## config.mk

```make
export PLATFORM = sky130hd
export DESIGN_NAME = sw_cfg_loader
export DESIGN_NICKNAME = d
export VERILOG_FILES = /design/src/rtl/sw_cfg_loader.sv
export SDC_FILE = /design/constraint.sdc
export NUM_CORES = 1
export LEC_CHECK = 0
export ABC_AREA = 1
export BUFFER_PORTS_ARGS = -buffer_cell sky130_fd_sc_hd__buf_2
export CORE_MARGIN = 8
export CORE_UTILIZATION = 30
export DETAILED_ROUTE_END_ITERATION = 10
export PLACE_DENSITY = 0.57
export RECOVER_POWER = 50
export SYNTH_ARGS = -nofsm -noshare
export SYNTH_HDL_FRONTEND = slang
export SYNTH_SLANG_ARGS = --single-unit
```

## constraint.sdc

```tcl
create_clock -name clk -period 1.55 [get_ports clk]
set_clock_uncertainty 0.2 [all_clocks]
set_input_delay 0.2325 -clock clk [delete_from_list [all_inputs] [get_ports clk]]
set_output_delay 0.2325 -clock clk [all_outputs]
set_load 0.05 [all_outputs]
```

## src/rtl/sw_cfg_loader.sv

```systemverilog
// Serial capacitor-switch configuration loader: shifts a frame into a shadow register
// and applies it to sw on frame_tick. Optional even-parity check via SW_PARITY_CHK_EN.
module sw_cfg_loader #(
  parameter int CAP_NUM = 8,
  parameter int CNT_W   = $clog2(CAP_NUM + 1)
) (
  input  logic               clk,
  input  logic               rst_n,
  input  logic               cfg_valid,
  input  logic               cfg_bit,
  output logic               cfg_ready,
  input  logic               cfg_abort,
  input  logic               frame_tick,
  output logic [CAP_NUM-1:0] sw,
  output logic               sw_update,
  output logic               armed,
  output logic               cfg_err
);

`ifdef SW_PARITY_CHK_EN
  localparam int FRAME_LEN = CAP_NUM + 1;
`else
  localparam int FRAME_LEN = CAP_NUM;
`endif

  typedef enum logic [1:0] {IDLE, SHIFT, CHECK, ARMED} state_t;

  state_t               state;
  logic [CNT_W-1:0]     cnt;
  logic [FRAME_LEN-1:0] shadow;
  logic                 accept;

  assign accept = cfg_valid && cfg_ready;

  // cfg_ready and armed are registered alongside the state so they never depend on cfg_valid.
  always_ff @(posedge clk or negedge rst_n) begin
    if (!rst_n) begin
      state     <= IDLE;
      cnt       <= '0;
      shadow    <= '0;
      sw        <= '0;
      sw_update <= 1'b0;
      armed     <= 1'b0;
      cfg_err   <= 1'b0;
      cfg_ready <= 1'b1;
    end else begin
      sw_update <= 1'b0;
      if (cfg_abort) begin
        state     <= IDLE;
        cnt       <= '0;
        shadow    <= '0;
        cfg_ready <= 1'b1;
        armed     <= 1'b0;
      end else begin
        case (state)
          IDLE, SHIFT: begin
            if (accept) begin
              for (int i = 0; i < FRAME_LEN; i++) begin
                if (cnt == CNT_W'(i)) shadow[i] <= cfg_bit;
              end
              if (state == IDLE) cfg_err <= 1'b0;
              if (cnt == CNT_W'(FRAME_LEN - 1)) begin
                state     <= CHECK;
                cnt       <= '0;
                cfg_ready <= 1'b0;
              end else begin
                state <= SHIFT;
                cnt   <= cnt + CNT_W'(1);
              end
            end
          end
          CHECK: begin
`ifdef SW_PARITY_CHK_EN
            if (^shadow) begin
              cfg_err   <= 1'b1;
              shadow    <= '0;
              state     <= IDLE;
              cfg_ready <= 1'b1;
            end else begin
              state <= ARMED;
              armed <= 1'b1;
            end
`else
            state <= ARMED;
            armed <= 1'b1;
`endif
          end
          ARMED: begin
            if (frame_tick) begin
              sw        <= shadow[CAP_NUM-1:0];
              sw_update <= 1'b1;
              shadow    <= '0;
              state     <= IDLE;
              cfg_ready <= 1'b1;
              armed     <= 1'b0;
            end
          end
          default: begin
            state     <= IDLE;
            cfg_ready <= 1'b1;
            armed     <= 1'b0;
          end
        endcase
      end
    end
  end

endmodule

```

# Word-level counts from Yosys, hierarchy flattened
# Cells that the tools add are included.
[classes]
reduce_logical = 20
mux = 32
n_eq_ne = 20
n_addsub = 1
bitwise = 1
[op_table]
columns = ["operator", "n"]
rows = [
  ["$reduce_and 4->1", 8],
  ["$ne 3x3->1 const B", 10],
  ["$mux 8", 3],
  ["$mux 1", 17],
  ["$eq 4x3->1 const B", 4],
  ["$mux 4", 4],
  ["$pmux 8 s2", 1],
  ["$eq 4x2->1 const B", 2],
  ["$mux 2", 4],
  ["$pmux 2 s3", 1],
  ["$reduce_and 2->1", 3],
  ["$reduce_bool 3->1", 2],
  ["$add 4x1->4 const B", 1],
  ["$eq 2x2->1 const B", 2],
  ["$eq 4x1->1 const B", 1],
  ["$logic_not 4->1", 1],
  ["$pmux 1 s2", 2],
  ["$reduce_bool 2->1", 2],
  ["$reduce_and 3->1", 1],
  ["$eq 2x1->1 const B", 1],
  ["$logic_not 2->1", 1],
  ["$reduce_or 2->1", 1],
  ["$logic_and 1x1->1", 1],
  ["$not 1->1", 1],
]
[totals]
register_bits = 25
elab_cells = 88
in_bits = 6

# Logic depth before layout (Yosys ltp)
# Gate-level depths: netlist (run 1).
[depth]
depth_word = 5
depth_mapped = 10

# Least setup slack after synthesis (run 1)
# Ideal clock, no wire load.
[synth_timing]
path_type = "reg-to-reg"
startpoint = "register cfg_ready"
endpoint = "register shadow[0]"
required_ns = 1.234
n_path_buf = 1
setup_ns = 0.116
t_arrival_ns = 1.312
stages_incl_launch_ff = 9
path_slack_ns = -0.078
path_cell_list = "dfstp_2 > nand2_1 > nand2_2 > nand2_4 > inv_4 > buf_6 > nand2_1 > nand2_1 > nand2_1"
[synth_between]
elab_chain_len = 3
[synth_lines]
columns = ["element", "line_no", "source"]
rows = [
  ["start, declared", "11", "output logic cfg_ready,"],
  ["start signal, assigned", "45", "cfg_ready <= 1'b1;"],
  ["start signal, assigned", "52", "cfg_ready <= 1'b1;"],
  ["start signal, assigned", "65", "cfg_ready <= 1'b0;"],
  ["$logic_and 1x1->1", "33", "assign accept = cfg_valid && cfg_ready;"],
  ["$ne 3x3->1 (no source line)", "--", ""],
  ["$reduce_and 4->1 (no source line)", "--", ""],
  ["end signal, assigned by index", "59", "if (cnt == CNT_W'(i)) shadow[i] <= cfg_bit;"],
  ["end, declared", "30", "logic [FRAME_LEN-1:0] shadow;"],
]
# No other way between the ends.
# A chain may end at the register's enable or synchronous reset.

# Worst setup path in the final report (run 1)
[layout_timing]
startpoint = "register cfg_ready"
endpoint = "output cfg_ready"
# No word-level cell between the ends.

==> results.json, run 1 <==
{
  "hp-class": "primary input to flip-flop",
  "area_growth_syn_to_layout_pct": 19.00,
  "crit_family": "flip-flops",
  "ys_seq_area_frac": 0.4831,
  "yosysTopAreaCell": "dfrtp_1",
  "numCtsBuffers": 3,
  "synth_compound_area_frac": 0.03086,
  "fin_crit_sh": 0.9521,
  "fin_crit_ps": 1476,
  "synth_area_leaders": "dfrtp_1 (46%), nand2_1 (23%), nand3_1 (5.0%), ha_1 (3.9%), inv_1 (3.5%)",
  "synth_top_family_by_area": "simple AND/OR/NAND/NOR gates",
  "place.gp.congestion": 0.8011,
  "nets": 201,
  "setup_violations": 0,
  "critPathLaunch": "cfg_ready",
  "vias": 1050,
  "powerDensity_nw_per_um2": 895.9,
  "clk_pin_slew_worst_paths_ps": 100,
  "total_leakage_power_nw": 0.8921,
  "drc": 0,
  "start_util": 0.3043,
  "holdWs_ps": 60.39,
  "overflow": 0,
  "muxShareOfSynthArea": 0,
  "worst-path-max-fanout": 3,
  "die_w_um": 81.77,
  "row_count": 24,
  "clock_latency_ps": 280,
  "first_pass_iters": 4,
  "mappedNetlistArea_um2": 1297,
  "synth_cells": 166,
  "antenna_left": 0,
  "postLayoutCoreUtil": 0.3621,
  "clockBufferDepth": 2,
  "drtIter0Drc": 46,
  "rsz0062_at_grt": "true",
  "vdd_drop_max_mv": 0.3341,
  "cts-root-buf": "clkbuf_8",
  "drt-total-wl_mm": 2.698,
  "path_cells": "buf_4",
  "htreeDepth": 1,
  "drv_slew": 0,
  "design_area_um2": 1544,
  "synthAdderAreaFrac": 0.03857,
  "fin_setup_tns_ps": 0,
  "n_antenna_cell": 0,
  "ys_ff_latch": 25,
  "cp.required_ps": 1120,
  "dp_hpwl_mm": 1.904,
  "synth_nets": 176,
  "die_y_um": 81.77,
  "timing.fmax_ghz": 0.6776,
  "setup.worst_path.class": "flip-flop to output pin",
  "cp_slowest_cell": "dfstp_2",
  "cp-end-kind": "output pin",
  "grt_pass1_vias": 971,
  "max_cap_viol_count": 0,
  "yosys.area_share.simple": 0.3549,
  "hold_viol": 0,
  "synthXorXnorAreaFrac": 0.01350,
  "cpPeakStageDelay_ps": 560,
  "wl_per_cell_um": 11.15,
  "grt_max_degree": 26,
  "cts_tree": "built",
  "outcome": "completed",
  "arrival_ps": 1040,
  "io_buffer_count": 16,
  "coreArea_um2": 4264,
  "slew_headroom": 0.5695,
  "synth_warnings": 0,
  "tightest_slew_ps": 645.8,
  "cp-start-kind": "flip-flop",
  "synth_top_area_frac": 0.4629,
  "grt_pass1_wl_mm": 4.471,
  "reg2reg_from": "cfg_ready",
  "ios": 18,
  "antenna_found_initial": 0,
  "cts_sinks": 25,
  "drive_gt1_frac": 0.2579,
  "avgSynthCellArea_um2": 7.816,
  "synth_cell_types": 22,
  "grtUsageTotal": 0.08580,
  "critPathBufInv": 1,
  "routed_via_density": 4.339,
  "hold_path_startpoint": "frame_tick",
  "dpl_cell_area_um2": 1430,
  "die_area_um2": 6686
}
state kept, by name, summed over array words and instances, names as in the netlist:
name / cells
armed: 1
cfg_ready: 1
cnt: 4
shadow: 8
state: 2
sw: 8
sw_update: 1
area by class of cell:
cell class	instances	area, um^2
Inverter	17	68.82
Sequential cell	25	629.4
Tap cell	52	65.06
Timing Repair Buffer	23	150.1
Clock inverter	1	7.507
Fill cell	442	2720
Multi-Input combinational cell	121	581.8
Clock buffer	3	41.29
Yosys cell counts (all sizes together):
master and instances:
a21oi 2, xnor2 1, o21ai 6, nor2 9, dfstp 1, dfrtp 24
ha 4, xor2 1, nand2 83, nand3 14, conb 1, buf 3
inv 17
placed cells by master, fill, tap and decap left out, drive strengths merged:
master	instances
nand2	83
dfrtp	24
buf	18
inv	17
nand3	14
nor2	9
clkbuf	7
o21ai	6
ha	4
a21oi	2
xnor2	1
xor2	1
conb	1
dfstp	1
clkinvlp	1
dlygate4sd3	1
cells by family after synthesis:
family,Yosys count
and+or+nand+nor,106
DFF,25
buffers and inverters,20
AOI/OAI and AO/OA,8
adders and majority gates,4
xor gates and xnor gates,2
other,1
power breakdown:
group	internal [mW]	total (mW)	leakage, nW	switching [mW]
registers	0.700	0.734	0.332	0.0341
logic	0.0817	0.235	0.538	0.153
clock network	0.183	0.415	0.0217	0.232
total	0.964	1.38	0.892	0.419
worst paths after layout:
kind	to	slack [ps]	depth (start not counted)
hold reg to reg	shadow[1]	280	2
setup / recovery	cfg_ready	70	1
max in group asynchronous	state[1]	410	2
setup reg to reg	shadow[7]	90	7
hold / removal	state[1]	60	4
min in group asynchronous	cnt[3]	290	2
metal layers:
metal	routed length [um]	GRT usage	vias up
met5	0	0	-
met4	19	0.03158	0
met3	140	0.02735	2
met2	1203	0.1334	22
met1	1335	0.1087	471
li1	-	-	555
per-stage QoR:
stage / power [mW] / setup WS [ps] / instances
floorplan: 0.8999 / -22.30 / 166
global placement: 0.9573 / -39.87 / 233
detailed placement: 0.9583 / -43.23 / 233
CTS: 1.385 / 48.62 / 238
global route: 1.469 / -17.98 / 242
finish: 1.383 / 74.18 / 242
repair_timing:
item	4_1_cts	5_1_grt
hold buffers	1	0
endpoints found under the hold margin	24	0
endpoints found under the setup margin	9	16
resized for setup	2	7
buffers inserted	0	4
Note: power is estimated with default switching activity, not from simulation.
==> run 2: changes to the inputs <==
- ABC_AREA: 1 -> default
==> run 2 against run 1 <==
  * The run now ends with negative setup slack left
  * Final area rose by 15%
  * Utilization rose by 4.8 points
  * Flip-flop and latch count unchanged
  * Register-to-register slack got worse by 120 ps
  * First-iteration DRC count up 43%
  * Largest power group unchanged
  * Highest routed layer unchanged
==> results.json, run 2 <==
{
  "outcome": "finished with violations",
  "violations": "negative setup slack",
  "numCtsBuffers": 3,
  "cts_sinks": 25,
  "total_power_mw": 1.217,
  "fin_ws_ps": -43.43,
  "die_area_um2": 6877,
  "drc": 0,
  "io_buffer_count": 16,
  "htreeDepth": 1,
  "use_met2": 0.1485,
  "yosysTopAreaCell": "dfrtp_1",
  "avgSynthCellArea_um2": 10.66,
  "synth_area_leaders": "dfrtp_1 (45%), mux2_2 (6.7%), o211ai_1 (3.9%), ha_1 (3.7%), nand3_1 (3.4%)",
  "antenna_found_initial": 0,
  "start_util": 0.3108,
  "final_cell_mix": "dfrtp_1 (22), buf_2 (14), buf_4 (14)",
  "clk_pin_slew_worst_paths_ps": 90,
  "n_antenna_cell": 0,
  "slew_headroom": 0.5799,
  "overflow": 0,
  "vias": 1130,
  "drtIter0Drc": 66,
  "synth_top_area_frac": 0.4469,
  "synthTopCellsByCount": "dfrtp_1 (24), nand3_1 (9), mux2_2 (8), nand2_1 (8)",
  "synthXorXnorAreaFrac": 0,
  "yosys.area_share.simple": 0.2291,
  "timing.fmax_ghz": 0.6276,
  "met3_usage": 0.01855,
  "synth_compound_area_frac": 0.1387,
  "hold_viol": 0,
  "final_common_cell": "dfrtp_1",
  "tightest_slew_ps": 630.1,
  "fin_cells": 212,
  "holdWs_ps": 25.18,
  "mappedNetlistArea_um2": 1344,
  "ios": 18,
  "synth_nets": 136,
  "row_count": 24,
  "fin_crit_ps": 1593,
  "async_flop_share": 1.000,
  "fin_setup_tns_ps": -73.45,
  "synth_ff_type": "dfrtp_1",
  "muxShareOfSynthArea": 0.06704,
  "synth_warnings": 0,
  "drv_slew": 0,
  "cp-start-kind": "flip-flop",
  "drive_gt1_frac": 0.4313,
  "grt_pass1_vias": 1184,
  "synth_cell_types": 35,
  "coreArea_um2": 4324,
  "met1_usage": 0.1167,
  "rsz0062_at_grt": "true",
  "cts_tree": "built",
  "arrival_ps": 1160,
  "setup.worst_path.class": "flip-flop to output pin",
  "antenna_left": 0,
  "powerDensity_nw_per_um2": 686.6,
  "wl_per_cell_um": 15.46,
  "cts-root-buf": "clkbuf_8",
  "vdd_drop_max_mv": 0.3186,
  "dp_cells": 206,
  "grt_pass1_wl_mm": 5.506,
  "clockBufferDepth": 2,
  "cp.required_ps": 1120,
  "max_cap_viol_count": 0,
  "fin_crit_sh": 1.028,
  "synth_cells": 126,
  "grt.busiest_layer": "met2",
  "synthAdderAreaFrac": 0.03724,
  "synth_top_family_by_area": "simple AND/OR/NAND/NOR gates",
  "first_pass_iters": 4,
  "ys_ff_latch": 25,
  "cp-end-kind": "output pin",
  "synth-edff-count": 0,
  "ys_seq_area_frac": 0.4665,
  "drt-total-wl_mm": 3.277,
  "largestRegisters": "shadow x8, sw x8, cnt x4",
  "total_leakage_power_nw": 0.8184,
  "place.gp.congestion": 0.8953,
  "die_y_um": 82.93,
  "grtUsageTotal": 0.09402,
  "synth_most_common_cell": "dfrtp_1",
  "grt_max_degree": 26,
  "routed_via_density": 5.330,
  "setup_violations": 2,
  "nets": 171,
  "dp_hpwl_mm": 2.382,
  "worst-path-max-fanout": 4,
  "area_growth_syn_to_layout_pct": 31.94,
  "clock_latency_ps": 270,
  "die_w_um": 82.93,
  "hp-class": "primary input to flip-flop"
}
run 2: cell types whose count changed after synthesis, moves of 4 or more:
cell,delta
o211ai_1,+7
inv_1,-6
a221o_1,+4
nor2b_1,+4
nor2_1,-4
nand2b_1,+5
nand4_1,+7
nand3_1,-4
nand4bb_1,+4
nand2_1,-70
mux2_2,+8
run 2: path summary, 6_finish.rpt:
path                           start        end  slack, ps  cells past startpoint
setup / recovery           cfg_ready  cfg_ready        -40                      2
hold reg to reg                sw[0]      sw[0]        300                      1
hold / removal               cfg_bit  shadow[7]         30                      3
max in group asynchronous      rst_n   state[0]        400                      2
min in group asynchronous      rst_n      armed        310                      2
setup reg to reg           cfg_ready     cnt[3]        -30                      3
run 2: critical path, cell delays in order, from the launching register on:
cell and delay, ps:
dfstp_4 650, buf_6 110, buf_8 130
run 2: area by class of cell:
| cell class | instances | area (um^2) |
|---|---|---|
| tap | 52 | 65.06 |
| fill | 444 | 2551 |
| multi-input combinational | 87 | 699.4 |
| sequential | 25 | 633.1 |
| timing repair buffer | 38 | 305.3 |
| inverter | 6 | 25.02 |
| clock buffer | 4 | 45.04 |
run 2: layer usage:
layer  vias up  routed length (um)  share of wire
met1       562                1461           0.45
met3        10                  85          0.026
met4         0                 100          0.031
li1        534                   -              -
met5         -                   0              0
met2        24                1630           0.50
run 2: metrics by stage:
stage | setup WS [ps] | util | cell area (um^2)
final | -43.43 | 0.4100 | 1773
after global routing | -76.59 | 0.4100 | 1773
after CTS | -46.83 | 0.3935 | 1702
after detailed placement | -28.01 | 0.3727 | 1612
after global placement | 8.015 | 0.3727 | 1612
after floorplan | -70.76 | - | 1350
run 2: cells by family after synthesis:
family                     after synthesis
AOI/OAI and AO/OA                       26
adders and majority gates                4
buffers and inverters                   14
DFF                                     25
muxes                                    8
other                                    1
and+or+nand+nor                         48
run 2: what timing repair did:
item                                    4_1_cts  5_1_grt
hold buffers                                  1        0
setup buffers                                 1        0
gates cloned                                  0        0
gates resized for setup                      10       19
pin swaps                                     3        4
endpoints found under the setup margin        6       20
endpoints found under the hold margin        24        0
run 2: power by group:
group / switching, mW / total [mW] / internal (mW) / leakage [nW]
Clock: 0.205 / 0.389 / 0.184 / 0.0228
Sequential: 0.0101 / 0.673 / 0.663 / 0.339
Combinational: 0.0878 / 0.155 / 0.0669 / 0.457
Total: 0.303 / 1.22 / 0.914 / 0.818
